### config.mk
export PLATFORM = sky130hd
export DESIGN_NAME = regfile8_32
export DESIGN_NICKNAME = d
export VERILOG_FILES = /design/src/rtl/regfile_pkg.sv /design/src/rtl/mux8_32.sv /design/src/rtl/regfile8_32.sv
export SDC_FILE = /design/constraint.sdc
export NUM_CORES = 1
export LEC_CHECK = 0
export BUFFER_PORTS_ARGS = -buffer_cell sky130_fd_sc_hd__buf_4
export CAP_MARGIN = 20
export CORE_ASPECT_RATIO = 0.8
export CORE_MARGIN = 2
export CORE_UTILIZATION = 30
export DETAILED_ROUTE_END_ITERATION = 7
export HOLD_SLACK_MARGIN = 0.15
export SYNTH_ARGS = -nofsm -noshare
export SYNTH_HDL_FRONTEND = slang
export SYNTH_SLANG_ARGS = --single-unit
### constraint.sdc
create_clock -name clk -period 5.1 [get_ports clk]
set_input_delay 1.275 -clock clk [delete_from_list [all_inputs] [get_ports clk]]
set_output_delay 1.275 -clock clk [all_outputs]
set_load 0.05 [all_outputs]
### src/rtl/regfile_pkg.sv
// Shared widths and constants for the 8 x 32 register file and its read muxes.
package regfile_pkg;

    localparam int unsigned REG_W  = 32;
    localparam int unsigned NREG   = 8;
    localparam int unsigned ADDR_W = 3;

    localparam logic [REG_W-1:0] ZERO_WORD = 32'h00000000;

    // True when a write request actually lands in storage.
    function automatic logic write_kept(input logic we, input logic [ADDR_W-1:0] wa,
                                        input bit zero_reg);
        return we && !(zero_reg && (wa == '0));
    endfunction

endpackage

### src/rtl/mux8_32.sv
// 32-bit 8:1 multiplexer; s selects one of i0..i7 onto z.
module mux8_32
    import regfile_pkg::*;
(
    output logic [REG_W-1:0]  z,
    input  logic [REG_W-1:0]  i0,
    input  logic [REG_W-1:0]  i1,
    input  logic [REG_W-1:0]  i2,
    input  logic [REG_W-1:0]  i3,
    input  logic [REG_W-1:0]  i4,
    input  logic [REG_W-1:0]  i5,
    input  logic [REG_W-1:0]  i6,
    input  logic [REG_W-1:0]  i7,
    input  logic [ADDR_W-1:0] s
);

    always_comb begin
        z = i0;
        case (s)
            3'd1:    z = i1;
            3'd2:    z = i2;
            3'd3:    z = i3;
            3'd4:    z = i4;
            3'd5:    z = i5;
            3'd6:    z = i6;
            3'd7:    z = i7;
            default: z = i0;
        endcase
    end

endmodule

### src/rtl/regfile8_32.sv
// 8-entry x 32-bit register file: one synchronous write port, two combinational
// read ports, optional hardwired-zero r0 and write-to-read bypass.
module regfile8_32
    import regfile_pkg::*;
#(
    parameter bit ZERO_REG = 1'b1,
    parameter bit BYPASS   = 1'b1
) (
    input  logic              clk,
    input  logic              rst_n,
    input  logic              we,
    input  logic [ADDR_W-1:0] wa,
    input  logic [REG_W-1:0]  wd,
    input  logic [ADDR_W-1:0] ra0,
    input  logic [ADDR_W-1:0] ra1,
    output logic [REG_W-1:0]  rd0,
    output logic [REG_W-1:0]  rd1
);

    logic [REG_W-1:0] regs_q [NREG];
    logic             wr_en;
    logic [REG_W-1:0] mux_z0;
    logic [REG_W-1:0] mux_z1;

    assign wr_en = write_kept(we, wa, ZERO_REG);

    always_ff @(posedge clk or negedge rst_n) begin
        if (!rst_n) begin
            for (int i = 0; i < NREG; i++) begin
                regs_q[i] <= ZERO_WORD;
            end
        end else if (wr_en) begin
            regs_q[wa] <= wd;
        end
    end

    mux8_32 u_mux_rd0 (
        .z  (mux_z0),
        .i0 (regs_q[0]),
        .i1 (regs_q[1]),
        .i2 (regs_q[2]),
        .i3 (regs_q[3]),
        .i4 (regs_q[4]),
        .i5 (regs_q[5]),
        .i6 (regs_q[6]),
        .i7 (regs_q[7]),
        .s  (ra0)
    );

    mux8_32 u_mux_rd1 (
        .z  (mux_z1),
        .i0 (regs_q[0]),
        .i1 (regs_q[1]),
        .i2 (regs_q[2]),
        .i3 (regs_q[3]),
        .i4 (regs_q[4]),
        .i5 (regs_q[5]),
        .i6 (regs_q[6]),
        .i7 (regs_q[7]),
        .s  (ra1)
    );

    // Reset and r0 win over bypass; bypass only follows writes that are kept.
    always_comb begin
        rd0 = mux_z0;
        if (!rst_n || (ZERO_REG && (ra0 == '0))) begin
            rd0 = ZERO_WORD;
        end else if (BYPASS && wr_en && (ra0 == wa)) begin
            rd0 = wd;
        end
    end

    always_comb begin
        rd1 = mux_z1;
        if (!rst_n || (ZERO_REG && (ra1 == '0))) begin
            rd1 = ZERO_WORD;
        end else if (BYPASS && wr_en && (ra1 == wa)) begin
            rd1 = wd;
        end
    end

endmodule

Word-level counts from Yosys, hierarchy flattened:

Cells that the tools add are included.

* register bits after elaboration: 256
* RAM bits: 0
* output and inout bits: 64
* logic and storage cells: 47
* latch bits: 0
* memory bits (read-only): 0
* memories: 0

* muxes and demuxes: 9
* div/mod/pow operators: 0
* multiply operators: 0
* reduce and logical (&&, ||, !) cells: 11
* shift operators: 0
* add/sub/neg operators: 0
* order comparisons: 2
* equality and inequality tests: 16
* bitwise operators: 1

Operators with widths (count)
* case mux 32 bit (7 select lines): 2
* bitwise mux 256 bit: 1
* two-way mux 32 bit: 5
* demux 32 bit (select 3 bit): 1
* equality test 3 bit (second input constant): 8
* equality test 3 x 2 -> 1 bit (second input constant): 4
* logical NOT 3 bit: 3
* equality test 3 x 1 -> 1 bit (second input constant): 2
* equality test 3 bit: 2
* >= comparator 4 bit (second input constant): 1
* logical AND 1 bit: 4
* < comparator 4 x 1 -> 1 bit (second input constant): 1
* inverter 3 -> 4 bit: 1
* logical NOT 1 bit: 2
* logical OR 1 bit: 2

Longest topological paths before layout:

* depth in word-level cells: 6
* depth in mapped cells: 8

By module:

A second synthesis with hierarchy kept.

* cells, all modules: 1382
* area, all modules: 15135.8 sq um

Modules (own cells, without submodules)
* regfile8_32: instances 1, area each 10646.5 sq um, cells an instance 770
* mux8_32: instances 2, area each 2244.7 sq um, cells an instance 306

Worst setup path before layout:

No wires, ideal clock.

* path kind: in2out
* start: input ra0[1]
* end: output rd0[0]
* required time: 3.825 ns
* slack: 0.535 ns
* stages: 8
* arrival: 3.290 ns
* cells stage by stage: buf_6 -> buf_6 -> buf_6 -> buf_4 -> nand3_1 -> o211ai_1 -> a22oi_1 -> a211oi_1

* word-level cells in the longest chain between the ends: 4
* elaborated cells on any way between the ends: 14

RTL lines
* start: declaration: RTL line regfile8_32.sv:14 `input logic [ADDR_W-1:0] ra0,`
* equality test 3 bit (tied with other cells): RTL line mux8_32.sv:19 `case (s)`
* case mux 32 bit (7 select lines) or logical AND 1 bit (tied branches): RTL line mux8_32.sv:19, regfile8_32.sv:68
* two-way mux 32 bit: RTL line regfile8_32.sv:68 `end else if (BYPASS && wr_en && (ra0 == wa)) begin`
* two-way mux 32 bit *: RTL line regfile8_32.sv:66 `if (!rst_n || (ZERO_REG && (ra0 == '0))) begin`
* end: declaration: RTL line regfile8_32.sv:16 `output logic [REG_W-1:0] rd0,`

Mark *: on every way between the ends. The rest lies on a longest branch, timed or not.

Worst setup path in the final report:

* start: input ra0[2]
* end: output rd0[0]

Same word-level chain as after synthesis.

==> out/metrics.cfg <==
[outcome]
status = finished, final reports clean

[cts]
clk_pin_slew_ps = 60
cts_tree = yes
holdBufCountCts = 0
cts_setup_buffers = 0
ctsHtreeMaxLevel = 1
clk_latency_ps = 530
cts-root-buf = clkbuf_16
cts.sinks = 224
ctsLongestPathBuffers = 3
ctsResizeCount = 0
cts_buffers = 24

[grt]
grt_pass1_wl_mm = 67.6
grt-ovfl-total = 0
first_global_vias = 10300
antenna_found_initial = 0
grt_usage = 0.193
grt_max_degree = 80

[layout]
fin_cells = 1781
top_register = regs_q
antenna_cells = 0
reg_top3 = regs_q: 224 flops
syn2layout_area_growth_pct = 17.7
nNetsFinal = 1206
drive_gt1_frac = 0.469
largest_reg_flops = 224

[synthesis]
synth_area_leaders = dfrtp_1 42%, mux2_2 23%, mux2i_1 3.2%
yosys_warnings = 0
synth_cells = 1093
netlist.area_leader.share = 0.419
synth_seq_area_share = 0.419
synthArstFlopShare = 1.00
synth_nets = 1137
ys.flop_type = dfrtp_1
synth_top_area_cell = dfrtp_1
synth-seq-cells = 224
synth-edff-count = 0
synth_cell_types = 53
syn_area_um2 = 13400
syn_avg_cell_area_um2 = 12.2

[floorplan]
die_area_um2 = 46300
initial_core_util = 0.303
die_y_um = 193
die_width_um = 240
pin_count = 108
num_rows = 69
coreArea_um2 = 44200

[timing]
timing.final.crit_share = 0.936
drv_slew = 0
rsz0062_at_grt = no
fmax_mhz = 210
tightest_slew_ps = 930
tns_ps = 0
period_minus_slack_ps = 4770
clock_skew_ps = 0
slew_headroom = 0.380
finalSetupViolations = 0
hold_viol = 0

[routing]
drc = 0
viasPerCell = 5.82
ant_nets = 0
wire_per_inst_um = 25.3
num_vias = 10400
first_pass_iters = 5
wl_mm = 45.0
drt_iter0_markers = 1083

[placed_design]
dpl.hpwl_mm = 28.3
placed_cells = 1738
port_buffers = 107
gp_congestion = 0.812

[setup_path]
path_delay_family = buffers and inverters
required_ps = 3830
crit_chain = buf_4 -> nor3b_2 -> o2111ai_4 -> and2_2 -> buf_4 -> a211oi_1 -> buf_4
cp-end-kind = primary output
crit_type = in -> out
critPathLaunchType = primary input
slowest_delay_ps = 500
worstPathArrival_ps = 3500
path_buf_inv = 3
cp_slowest_cell = a211oi_1
path_max_fanout = 18
cpMostUsedCell = buf_4

[power]
p_clk_frac = 0.302
power_leakage_nw = 6.50
p_seq_frac = 0.423
swShare = 0.322
p_comb_frac = 0.275
intPower_mw = 4.00
p_sw_mw = 1.90
power_density_nw_per_um2 = 374
ir_drop_v = 0.000248

[run]
maxCapViolCount = 0

[hold_path]
hp-class = reg -> reg

==> worst paths after layout <==
check | startpoint | endpoint | slack, ps | cells past startpoint
setup / recovery | ra0[2] | rd0[0] | 330 | 7
hold / removal | regs_q[115] | regs_q[115] | 510 | 1
setup reg to reg | regs_q[168] | regs_q[168] | 4290 | 1
hold reg to reg | regs_q[115] | regs_q[115] | 510 | 1
max in group asynchronous | rst_n | regs_q[16] | 2800 | 4
min in group asynchronous | rst_n | regs_q[158] | 630 | 1
==> stage by stage <==
step	power, mW	setup slack [ps]	area [um2]	hold WS [ps]	util
floorplan	3.61	535	13400	469	-
detailed placement	4.13	397	14900	496	0.338
global placement	4.08	375	14900	482	0.338
CTS	5.92	389	15700	510	0.356
global route	6.16	242	15700	536	0.356
finish	5.90	328	15700	513	0.356
==> layout make-up <==
type | count | area, um2
clock buffers | 33 | 716
clock inverters | 9 | 77.6
fillers | 4398 | 28500
inverters | 1 | 3.75
multi-input cells | 750 | 7270
flip-flops and latches | 224 | 5610
well taps | 603 | 754
repair buffers | 161 | 1320
==> synth_stat cells, types with 6 or more instances <==
cell type  number
a221oi_1       42
a21o_1         30
clkbuf_1       39
mux2i_1        43
buf_2          60
a221o_1        17
mux2_2        272
a211oi_2       30
buf_6           6
nand2_1        26
mux2_4          9
a2bb2oi_1      31
a21oi_1        34
dfrtp_1       224
mux2_1         19
a22oi_1        35
nand3_1        18
a31oi_1        30
o211ai_1       18
a221oi_2       17
o31ai_1        31
buf_4           9
==> routing by layer <==
metal | global-route usage | routed length (um)
met4 | 0.0523 | 1150
met3 | 0.0378 | 3420
met2 | 0.291 | 19700
met5 | 0 | 0
met1 | 0.279 | 20700
==> kinds of logic (layout without fill, tap and decap cells) <==
group,after synthesis,in the layout,share of synthesized area
multiplexers,345,345,0.291
AND/OR/NAND/NOR,71,71,0.0297
XOR/XNOR,4,4,0.00374
flip-flops,224,224,0.419
buffers and inverters,119,204,0.0457
AO/OA/AOI/OAI,330,330,0.211
==> placed cells by master, fill, tap and decap left out, types with 31 or more instances in the layout <==
cell       count
a221oi_1      42
a2bb2oi_1     31
a21oi_1       34
mux2i_1       43
dfrtp_1      224
o31ai_1       31
a22oi_1       35
buf_4        152
mux2_2       272
==> power by group through the flow <==
stage / logic (mW) / clock network (mW) / registers [mW]
detailed placement: 1.61 / 0 / 2.51
CTS: 1.62 / 1.81 / 2.48
global placement: 1.58 / 0 / 2.50
finish: 1.62 / 1.78 / 2.50
floorplan: 1.20 / 0 / 2.41
global route: 1.73 / 1.89 / 2.54
Note: power is estimated with default switching activity, not from simulation.
